## src/rtl/decode_ctrl_stage_if.sv

```systemverilog
// decode_ctrl_stage_if: bundles the fetch-side handshake, hazard/flush inputs
// and the registered decode outputs of decode_ctrl_stage.
//   master : upstream/EX side (drives instr, pc_in, in_valid, flush, hazard
//            info and out_ready; observes in_ready and the decoded fields)
//   slave  : the decode stage itself
interface decode_ctrl_stage_if #(
    parameter int unsigned XLEN = 32
);
    logic              in_valid;
    logic              in_ready;
    logic [31:0]       instr;
    logic [XLEN-1:0]   pc_in;
    logic              flush;
    logic              ex_memread;
    logic [4:0]        ex_rd;
    logic              out_valid;
    logic              out_ready;
    logic [XLEN-1:0]   pc_out;
    logic [4:0]        rs1;
    logic [4:0]        rs2;
    logic [4:0]        rd;
    logic [1:0]        alu_src;
    logic [1:0]        reg_in_sel;
    logic [1:0]        branch;
    logic [4:0]        alu_op;
    logic [XLEN-1:0]   imm;
    logic [XLEN/8-1:0] dwe;
    logic              mem_reg;
    logic              reg_wr;
    logic              illegal;

    modport master (
        output in_valid, instr, pc_in, flush, ex_memread, ex_rd, out_ready,
        input  in_ready, out_valid, pc_out, rs1, rs2, rd, alu_src, reg_in_sel,
               branch, alu_op, imm, dwe, mem_reg, reg_wr, illegal
    );

    modport slave (
        input  in_valid, instr, pc_in, flush, ex_memread, ex_rd, out_ready,
        output in_ready, out_valid, pc_out, rs1, rs2, rd, alu_src, reg_in_sel,
               branch, alu_op, imm, dwe, mem_reg, reg_wr, illegal
    );
endinterface

```

## src/rtl/decode_ctrl_stage.sv

```systemverilog
// decode_ctrl_stage: registered RV32/RV64 decode/control stage.
// Decodes one instruction per cycle into ALU, branch, memory and writeback
// controls plus a sign-extended immediate, held in an output register behind
// a valid/ready handshake. Inserts load-use bubbles, honours flush, and holds
// issue for DIV_CYCLES cycles after a divide/remainder.
// Ports:
//   clk  - clock, rising edge
//   rst  - asynchronous active-high reset
//   bus  - decode_ctrl_stage_if.slave (input handshake, flush, EX hazard info,
//          output handshake and registered decode fields)
module decode_ctrl_stage #(
    parameter int unsigned XLEN       = 32,
    parameter int unsigned EN_MULDIV  = 1,
    parameter int unsigned DIV_CYCLES = 32
) (
    input logic                 clk,
    input logic                 rst,
    decode_ctrl_stage_if.slave  bus
);

    localparam int unsigned NB = XLEN / 8;
    localparam int unsigned CW = $clog2(DIV_CYCLES + 1);

    localparam logic [6:0] OP_LUI    = 7'b0110111;
    localparam logic [6:0] OP_AUIPC  = 7'b0010111;
    localparam logic [6:0] OP_JAL    = 7'b1101111;
    localparam logic [6:0] OP_JALR   = 7'b1100111;
    localparam logic [6:0] OP_BRANCH = 7'b1100011;
    localparam logic [6:0] OP_LOAD   = 7'b0000011;
    localparam logic [6:0] OP_STORE  = 7'b0100011;
    localparam logic [6:0] OP_ITYPE  = 7'b0010011;
    localparam logic [6:0] OP_RTYPE  = 7'b0110011;

    typedef enum logic [0:0] {StRun, StDivWait} state_e;

    typedef struct packed {
        logic [XLEN-1:0] pc;
        logic [4:0]      rs1;
        logic [4:0]      rs2;
        logic [4:0]      rd;
        logic [1:0]      alu_src;
        logic [1:0]      reg_in_sel;
        logic [1:0]      branch;
        logic [4:0]      alu_op;
        logic [XLEN-1:0] imm;
        logic [NB-1:0]   dwe;
        logic            mem_reg;
        logic            reg_wr;
        logic            illegal;
    } dec_t;

    logic [31:0] instr;
    logic [6:0]  opcode;
    logic [2:0]  funct3;
    logic        is_m;
    logic        is_div;
    logic        store_bad;
    logic        rs1_used;
    logic        rs2_used;
    logic        hazard;
    logic        in_ready;
    logic        accept;

    logic [XLEN-1:0] imm_i, imm_s, imm_b, imm_u, imm_j;

    dec_t   dec;
    dec_t   out_d, out_q;
    logic   out_valid_d, out_valid_q;
    state_e state_d, state_q;
    logic [CW-1:0] cnt_d, cnt_q;

    assign instr  = bus.instr;
    assign opcode = instr[6:0];
    assign funct3 = instr[14:12];
    assign is_m   = (opcode == OP_RTYPE) && (instr[31:25] == 7'b0000001);
    assign is_div = is_m && funct3[2] && (EN_MULDIV != 0);

    // Funct3 values beyond the widest supported store (SW on RV32, SD on RV64).
    assign store_bad = funct3[2] || ((XLEN != 64) && (funct3 == 3'b011));

    assign imm_i = {{(XLEN-11){instr[31]}}, instr[30:20]};
    assign imm_s = {{(XLEN-11){instr[31]}}, instr[30:25], instr[11:7]};
    assign imm_b = {{(XLEN-12){instr[31]}}, instr[7], instr[30:25], instr[11:8], 1'b0};
    assign imm_u = {{(XLEN-31){instr[31]}}, instr[30:12], 12'b0};
    assign imm_j = {{(XLEN-20){instr[31]}}, instr[19:12], instr[20], instr[30:21], 1'b0};

    // Load-use hazard against the instruction presented this cycle.
    assign rs1_used = !((opcode == OP_LUI) || (opcode == OP_AUIPC) || (opcode == OP_JAL));
    assign rs2_used = (opcode == OP_RTYPE) || (opcode == OP_STORE) || (opcode == OP_BRANCH);
    assign hazard   = bus.ex_memread && (bus.ex_rd != 5'd0) &&
                      (((bus.ex_rd == instr[19:15]) && rs1_used) ||
                       ((bus.ex_rd == instr[24:20]) && rs2_used));

    assign in_ready = !bus.flush && !hazard && (state_q == StRun) &&
                      (!out_valid_q || bus.out_ready);
    assign accept   = bus.in_valid && in_ready;

    // Combinational decode of the presented instruction.
    always_comb begin
        dec         = '0;
        dec.pc      = bus.pc_in;
        dec.rs1     = instr[19:15];
        dec.rs2     = instr[24:20];
        dec.rd      = instr[11:7];
        dec.illegal = 1'b0;
        case (opcode)
            OP_LUI: begin
                dec.reg_in_sel = 2'b10;
                dec.imm        = imm_u;
            end
            OP_AUIPC: begin
                dec.alu_src = 2'b11;
                dec.imm     = imm_u;
            end
            OP_JAL: begin
                dec.branch     = 2'b11;
                dec.reg_in_sel = 2'b11;
                dec.imm        = imm_j;
            end
            OP_JALR: begin
                dec.branch     = 2'b10;
                dec.reg_in_sel = 2'b11;
                dec.alu_src    = 2'b10;
                dec.imm        = imm_i;
            end
            OP_BRANCH: begin
                dec.branch = 2'b01;
                dec.imm    = imm_b;
                // Compare ops: BEQ/BNE subtract, BLT/BGE slt, BLTU/BGEU sltu.
                case (funct3[2:1])
                    2'b00:   dec.alu_op = 5'b01000;
                    2'b10:   dec.alu_op = 5'b00010;
                    2'b11:   dec.alu_op = 5'b00011;
                    default: dec.alu_op = 5'b00000;
                endcase
            end
            OP_LOAD: begin
                dec.mem_reg = 1'b1;
                dec.alu_src = 2'b10;
                dec.imm     = imm_i;
            end
            OP_STORE: begin
                dec.alu_src = 2'b10;
                dec.imm     = imm_s;
                if (store_bad) begin
                    dec.illegal = 1'b1;
                end else begin
                    case (funct3[1:0])
                        2'b00:   dec.dwe = NB'(8'h01);
                        2'b01:   dec.dwe = NB'(8'h03);
                        2'b10:   dec.dwe = NB'(8'h0F);
                        default: dec.dwe = NB'(8'hFF);
                    endcase
                end
            end
            OP_ITYPE: begin
                dec.alu_src = 2'b10;
                dec.imm     = imm_i;
                dec.alu_op  = {2'b00, funct3};
            end
            OP_RTYPE: begin
                dec.alu_op = {is_m, instr[30], funct3};
                if (is_m && (EN_MULDIV == 0)) begin
                    dec.illegal = 1'b1;
                end
            end
            default: dec.illegal = 1'b1;
        endcase

        dec.reg_wr = !((opcode == OP_STORE) || (opcode == OP_BRANCH) || (dec.rd == 5'd0));

        // Illegal instructions carry only their PC and the illegal flag.
        if (dec.illegal) begin
            dec         = '0;
            dec.pc      = bus.pc_in;
            dec.illegal = 1'b1;
        end
    end

    // Issue-hold FSM for multi-cycle divides.
    always_comb begin
        state_d = state_q;
        cnt_d   = cnt_q;
        if (bus.flush) begin
            state_d = StRun;
            cnt_d   = '0;
        end else begin
            case (state_q)
                StRun: begin
                    if (accept && is_div) begin
                        state_d = StDivWait;
                        cnt_d   = CW'(DIV_CYCLES - 1);
                    end
                end
                StDivWait: begin
                    if (cnt_q == '0) begin
                        state_d = StRun;
                    end else begin
                        cnt_d = cnt_q - CW'(1);
                    end
                end
                default: begin
                    state_d = StRun;
                    cnt_d   = '0;
                end
            endcase
        end
    end

    // Output register: flush > accept > consume > hold.
    always_comb begin
        out_d       = out_q;
        out_valid_d = out_valid_q;
        if (bus.flush) begin
            out_valid_d = 1'b0;
        end else if (accept) begin
            out_d       = dec;
            out_valid_d = 1'b1;
        end else if (bus.out_ready) begin
            out_valid_d = 1'b0;
        end
    end

    always_ff @(posedge clk or posedge rst) begin
        if (rst) begin
            state_q     <= StRun;
            cnt_q       <= '0;
            out_q       <= '0;
            out_valid_q <= 1'b0;
        end else begin
            state_q     <= state_d;
            cnt_q       <= cnt_d;
            out_q       <= out_d;
            out_valid_q <= out_valid_d;
        end
    end

    assign bus.in_ready   = in_ready;
    assign bus.out_valid  = out_valid_q;
    assign bus.pc_out     = out_q.pc;
    assign bus.rs1        = out_q.rs1;
    assign bus.rs2        = out_q.rs2;
    assign bus.rd         = out_q.rd;
    assign bus.alu_src    = out_q.alu_src;
    assign bus.reg_in_sel = out_q.reg_in_sel;
    assign bus.branch     = out_q.branch;
    assign bus.alu_op     = out_q.alu_op;
    assign bus.imm        = out_q.imm;
    assign bus.dwe        = out_q.dwe;
    assign bus.mem_reg    = out_q.mem_reg;
    assign bus.reg_wr     = out_q.reg_wr;
    assign bus.illegal    = out_q.illegal;

endmodule

```

## src/flat_wrapper.sv

```systemverilog
// flat-port wrapper written by rule: the top's interface ports become plain ports
module decode_ctrl_stage_flat 
#(
    parameter int unsigned XLEN       = 32,
    parameter int unsigned EN_MULDIV  = 1,
    parameter int unsigned DIV_CYCLES = 32
)
  (clk, rst, bus_in_valid, bus_instr, bus_pc_in, bus_flush, bus_ex_memread, bus_ex_rd, bus_out_ready, bus_in_ready, bus_out_valid, bus_pc_out, bus_rs1, bus_rs2, bus_rd, bus_alu_src, bus_reg_in_sel, bus_branch, bus_alu_op, bus_imm, bus_dwe, bus_mem_reg, bus_reg_wr, bus_illegal);
  decode_ctrl_stage_if #(.XLEN(XLEN)) bus_i ();
  input logic clk;
  input logic rst;
  input wire logic [$bits(bus_i.in_valid)-1:0] bus_in_valid;
  input wire logic [$bits(bus_i.instr)-1:0] bus_instr;
  input wire logic [$bits(bus_i.pc_in)-1:0] bus_pc_in;
  input wire logic [$bits(bus_i.flush)-1:0] bus_flush;
  input wire logic [$bits(bus_i.ex_memread)-1:0] bus_ex_memread;
  input wire logic [$bits(bus_i.ex_rd)-1:0] bus_ex_rd;
  input wire logic [$bits(bus_i.out_ready)-1:0] bus_out_ready;
  output wire logic [$bits(bus_i.in_ready)-1:0] bus_in_ready;
  output wire logic [$bits(bus_i.out_valid)-1:0] bus_out_valid;
  output wire logic [$bits(bus_i.pc_out)-1:0] bus_pc_out;
  output wire logic [$bits(bus_i.rs1)-1:0] bus_rs1;
  output wire logic [$bits(bus_i.rs2)-1:0] bus_rs2;
  output wire logic [$bits(bus_i.rd)-1:0] bus_rd;
  output wire logic [$bits(bus_i.alu_src)-1:0] bus_alu_src;
  output wire logic [$bits(bus_i.reg_in_sel)-1:0] bus_reg_in_sel;
  output wire logic [$bits(bus_i.branch)-1:0] bus_branch;
  output wire logic [$bits(bus_i.alu_op)-1:0] bus_alu_op;
  output wire logic [$bits(bus_i.imm)-1:0] bus_imm;
  output wire logic [$bits(bus_i.dwe)-1:0] bus_dwe;
  output wire logic [$bits(bus_i.mem_reg)-1:0] bus_mem_reg;
  output wire logic [$bits(bus_i.reg_wr)-1:0] bus_reg_wr;
  output wire logic [$bits(bus_i.illegal)-1:0] bus_illegal;
  assign bus_i.in_valid = bus_in_valid;
  assign bus_i.instr = bus_instr;
  assign bus_i.pc_in = bus_pc_in;
  assign bus_i.flush = bus_flush;
  assign bus_i.ex_memread = bus_ex_memread;
  assign bus_i.ex_rd = bus_ex_rd;
  assign bus_i.out_ready = bus_out_ready;
  assign bus_in_ready = bus_i.in_ready;
  assign bus_out_valid = bus_i.out_valid;
  assign bus_pc_out = bus_i.pc_out;
  assign bus_rs1 = bus_i.rs1;
  assign bus_rs2 = bus_i.rs2;
  assign bus_rd = bus_i.rd;
  assign bus_alu_src = bus_i.alu_src;
  assign bus_reg_in_sel = bus_i.reg_in_sel;
  assign bus_branch = bus_i.branch;
  assign bus_alu_op = bus_i.alu_op;
  assign bus_imm = bus_i.imm;
  assign bus_dwe = bus_i.dwe;
  assign bus_mem_reg = bus_i.mem_reg;
  assign bus_reg_wr = bus_i.reg_wr;
  assign bus_illegal = bus_i.illegal;
  decode_ctrl_stage #(.XLEN(XLEN), .EN_MULDIV(EN_MULDIV), .DIV_CYCLES(DIV_CYCLES)) u_core (.clk(clk), .rst(rst), .bus(bus_i));
endmodule
```

## config.mk

```make
export PLATFORM = sky130hd
export DESIGN_NAME = decode_ctrl_stage_flat
export DESIGN_NICKNAME = d
export VERILOG_FILES = /design/src/rtl/decode_ctrl_stage_if.sv /design/src/rtl/decode_ctrl_stage.sv /design/src/flat_wrapper.sv
export SDC_FILE = /design/constraint.sdc
export NUM_CORES = 1
export LEC_CHECK = 0
export ABC_CLOCK_PERIOD_IN_PS = 4430
export BUFFER_PORTS_ARGS = -buffer_cell sky130_fd_sc_hd__buf_2
export CAP_MARGIN = 30
export CELL_PAD_IN_SITES_DETAIL_PLACEMENT = 2
export CELL_PAD_IN_SITES_GLOBAL_PLACEMENT = 2
export CORE_ASPECT_RATIO = 0.7
export CORE_UTILIZATION = 30
export CTS_BUF_LIST = sky130_fd_sc_hd__clkbuf_16
export DETAILED_ROUTE_END_ITERATION = 7
export GPL_TIMING_DRIVEN = 0
export PLACE_DENSITY_LB_ADDON = 0.1
export SYNTH_ARGS = -nofsm -noshare
export SYNTH_HDL_FRONTEND = slang
export SYNTH_SLANG_ARGS = --single-unit
```

## constraint.sdc

```tcl
create_clock -name clk -period 4.43 [get_ports clk]
set_input_delay 1.1075 -clock clk [delete_from_list [all_inputs] [get_ports clk]]
set_output_delay 1.1075 -clock clk [all_outputs]
set_load 0.01 [all_outputs]
```

---- After elaboration in Yosys (flattened, before gate mapping) ----
Cells that the tools add are included.
storage, ports and cells
  flip-flop bits (word level) ............. 105
  bits of input ports ..................... 75
  output and inout bits ................... 99
  logic and storage cells ................. 99
cells by class
  add/subtract/negate cells ............... 1
  equal/unequal tests ..................... 18
  multiplexer cells ....................... 24
  bitwise operators ....................... 2
  reductions and logical operators ........ 38
operator list
  kind                 count
  $pmux 32 s5          1
  $mux 65              1
  $eq 7x6->1 const B   3
  $eq 7x7->1 const B   3
  $mux 6               3
  $pmux 5 s3           1
  $eq 7x5->1 const B   2
  $pmux 4 s3           1
  $pmux 6 s2           1
  $logic_and 1x1->1    11
  $eq 5x5->1           2
  $logic_or 1x1->1     9
  $mux 1               8
  $mux 4               2
  $pmux 2 s2           2
  $pmux 4 s2           1
  $reduce_or 8->1      1
  $eq 7x1->1 const B   1
  $eq 7x2->1 const B   1
  $logic_not 6->1      1
  $ne 3x3->1 const B   2
  $pmux 2 s3           1
  $sub 6x1->6 const B  1
  $logic_not 1->1      5
  other kinds (13)     19

---- Logic depth before layout (Yosys ltp) ----
  word-level depth ........................ 16
  gate-level depth with buffers ........... 11

---- Worst setup path before layout ----
No wires, ideal clock.
  path kind ............................... input to output
  start point ............................. input port bus_instr[3]
  end point ............................... output port bus_in_ready
  data arrival time ....................... 2461 ps
  data required time ...................... 3323 ps
  path slack .............................. 862 ps
  cell stages on the path ................. 6
  cell sequence ........................... buf_2 > nand4bb_4 > or3_1 > nor4_1 > a21oi_1 > and3_1
on the way
  cells in the longest elaborated chain, start to end .. 11
ends and longest elaborated chain
  what                                      line                     RTL
  start, declared                           flat_wrapper.sv:13       input wire logic [$bits(bus_i.instr)-1:0] bus_instr;
  $eq 7x6->1 or $eq 7x5->1 (tied branches)  decode_ctrl_stage.sv:88  assign rs1_used = !((opcode == OP_LUI) || (opcode == OP_AUIPC) || (opcode == OP_JAL));
  $logic_or 1x1->1 (2 in series)            decode_ctrl_stage.sv:88
  $logic_not 1->1                           decode_ctrl_stage.sv:88
  $logic_and 1x1->1                         decode_ctrl_stage.sv:91  (((bus.ex_rd == instr[19:15]) && rs1_used) ||
  $logic_or 1x1->1 (*)                      decode_ctrl_stage.sv:91
  $logic_and 1x1->1 (*)                     decode_ctrl_stage.sv:90  assign hazard = bus.ex_memread && (bus.ex_rd != 5'd0) &&
  $logic_not 1->1 (*)                       decode_ctrl_stage.sv:94  assign in_ready = !bus.flush && !hazard && (state_q == StRun) &&
  $logic_and 1x1->1 (*) (3 in series)       decode_ctrl_stage.sv:94
  end, declared                             flat_wrapper.sv:19       output wire logic [$bits(bus_i.in_ready)-1:0] bus_in_ready;
Mark *: on every way between the ends. The rest lies on a longest branch, timed or not.

---- Worst setup path in the final report ----
  start point ............................. input port bus_instr[4]
  end point ............................... output port bus_in_ready
Same word-level chain as after synthesis.

==> results.yml <==
placement:
  place_congestion: 0.813
  placed_cell_area_um2: 5910
  dp.cells: 819
  io_buffer_count: 171
  dp_hpwl_mm: 12.8
drt:
  ant_nets: 0
  totalWireLength_mm: 16.7
  drt_pass1_iterations: 6
  wl_per_cell_um: 20.1
  drt_iter0_markers: 147
  routed-via-count: 4167
  drc: 8
  viasPerCell: 5.00
sta:
  drv_slew: 0
  max_freq_mhz: 250
  rsz0062_at_grt: "false"
  fin_crit_ns: 3.99
  setup_violations: 0
  skew_ns: 0.00856
  fin_setup_tns_ns: 0
  fin_crit_sh_pct: 90.1
  worstMarginPinSlew_ns: 0.934
  hold_viol: 0
  relSlewSlack_pct: 37.4
setup_path:
  cp.buffers_inverters: 2
  cp_data_arrival_time_ns: 2.89
  cpMaxStageDelayCell: "nor2_1"
  crit_type: "input pin to output port"
  worst_ep_required_time_ns: 3.32
  end_kind: "output port"
  cpPeakStageDelay_ns: 0.47
  crit_fanout: 9
  start_kind: "input pin"
  path_delay_family: "simple AND/OR/NAND/NOR gates"
  crit_chain: "buf_2 > nand4b_1 > nor2_1 > a21oi_1 > a21oi_1 > and3_1 > buf_2"
clock_tree:
  clock_sinks: 104
  clock_path_buffers: 2
  cts_hold_buf: 0
  cts-root-buf: "clkbuf_16"
  cts_tree: "done"
  cts_made_buffers: 9
  cts_resized: 0
  cts_setup_buffers: 0
  h-tree-depth: 3
  clk_pin_slew_ns: 0.07
  clk_latency_ns: 0.35
grt:
  antenna_found_initial: 1
  gr-total-overflow: 0
  grt_pass1_wl_mm: 26.3
  grt_usage_pct: 21.4
  first_global_vias: 4543
  grt_max_degree: 61
die:
  die_h_um: 107
  io-pin-count: 174
  die_w_um: 153
  fp.coreArea_um2: 15500
  die_area_um2: 16400
  initial_core_util_pct: 30.7
  rows: 38
power:
  ir_drop_uv: 158
  power.density_nw_per_um2: 352
  p_leak_nw: 3.15
  finalPower_mw: 2.18
finish:
  postLayoutCoreUtil_pct: 40.0
  final_cells: 834
  syn2layout_area_growth_pct: 30.0
  drive_gt1_share_pct: 38.8
  fill_cells: 1730
  fin_area_um2: 6190
  nets: 707
  antennaDiodeCount: 0
min_path:
  min_path_type: "flip-flop to flip-flop"
synthesis:
  synthFlopType: "dfrtp_1"
  synthCells: 446
  ys_types: 53
  yosysWarnings: 0
  syn-num-nets: 523
  synth-edff-count: 0
  synth-seq-cells: 104
  syn_avg_cell_area_um2: 10.7
  synthesis.area_um2: 4760
  async_reset_ff_share_pct: 100
  ys_seq_area_share_pct: 54.6
status:
  status: "complete, but fails checks"
  violations: "DRC"
job:
  maxCapViolCount: 0
==> per-layer routing <==
| layer | vias to the layer above | routed length (um) | GRT usage (%) |
|---|---|---|---|
| met2 | 118 | 7520 | 33.1 |
| met4 | 2 | 44 | 4.33 |
| met1 | 2108 | 8140 | 29.3 |
| li1 | 1935 | - | - |
| met5 | - | 8 | 0 |
| met3 | 4 | 1020 | 6.64 |
==> power by group <==
group | switching [mW] | internal, mW | total, mW
sequential | 0.0318 | 1.01 | 1.04
combinational | 0.191 | 0.146 | 0.337
clock | 0.362 | 0.434 | 0.796
==> final cells by class <==
cell class	count	area [um2]	area share, %
well taps	200	250	4.04
multi-input cells	310	1960	31.7
clock inverters	6	62.6	1.01
inverters	4	17.5	0.283
flip-flops and latches	104	2600	42.0
clock buffers	9	225	3.64
repair buffers	173	888	14.3
plain buffers	28	183	2.95
==> cells in the mapped netlist, drive strengths merged (2+ instances only) <==
master / count / share of area [%]
o21ai: 49 / 5.1
nand2b: 3 / 0.39
nand3: 9 / 0.95
clkbuf: 10 / 0.89
nor2: 11 / 0.87
nor4b: 2 / 0.37
nor2b: 3 / 0.39
a32oi: 2 / 0.37
nor3: 2 / 0.32
ha: 2 / 0.53
inv: 4 / 0.32
a22o: 18 / 3.3
mux2: 34 / 8.0
dfrtp: 104 / 55
or4: 2 / 0.32
a211oi: 4 / 0.74
xnor2: 9 / 1.7
o311a: 3 / 0.63
o41ai: 3 / 0.71
nand2: 86 / 6.8
a21oi: 23 / 2.4
and2: 2 / 0.26
a211o: 2 / 0.37
nor4: 4 / 0.53
buf: 18 / 2.9
and3: 7 / 0.92
xor2: 5 / 0.92
a21o: 10 / 1.6
==> worst paths after layout <==
kind,start,end,slack (ns),cells after the start
worst max-delay path,bus_instr[4],bus_in_ready,0.44,7
worst min-delay path,u_core.bus.branch[1],u_core.bus.branch[1],0.48,2
max in group asynchronous,rst,u_core.bus.alu_src[0],2.84,3
worst max register to register,u_core.state_q,u_core.cnt_q[0],2.16,6
min in group asynchronous,rst,u_core.bus.pc_out[8],0.92,2
worst min register to register,u_core.bus.branch[1],u_core.bus.branch[1],0.48,2
==> per-stage QoR <==
step | hold slack (ns) | worst slack (ns)
after floorplan | 0.506 | 0.590
after CTS | 0.480 | 0.411
after detailed placement | 0.464 | 0.415
after global placement | 0.461 | -0.795
final | 0.478 | 0.437
after global routing | 0.500 | 0.236
==> layout by cell type, fill, tap and decap left out, types with 2 or more instances in the layout <==
master,instances
buf_8,2
xnor2_1,9
and3_1,7
nor4b_1,2
xor2_1,5
o311a_1,3
nor2_1,11
clkbuf_1,6
a21oi_1,23
buf_2,176
o21ai_1,3
mux2_2,33
nand3_1,9
clkbuf_16,9
a211o_1,2
a211oi_1,3
ha_1,2
a22o_1,18
clkbuf_2,4
o21ai_0,46
nor2b_1,3
a32oi_1,2
nor4_1,4
or4_1,2
inv_1,4
o41ai_1,2
dfrtp_1,104
buf_4,10
clkinv_4,2
nand2b_1,3
nand2_1,86
a21o_1,10
and2_1,2
==> worst min-delay path, delay by kind of cell, from the launching register on <==
| family | cells | cell delay, ns |
|---|---|---|
| DFF | 1 | 0.34 |
| and+or+nand+nor | 2 | 0.10 |
==> cell families (layout without fill, tap and decap cells) <==
logic type,Yosys count,in the layout,synth area share [%]
AO/OA/AOI/OAI,122,122,16.5
XOR/XNOR,14,14,2.57
adder cells (fa/ha/maj),2,2,0.525
buffers and inverters,32,220,4.15
flip-flops,104,104,54.6
multiplexers,34,34,8.04
AND/OR/NAND/NOR,138,138,13.6
No activity file was read; power rests on OpenSTA's default activity.
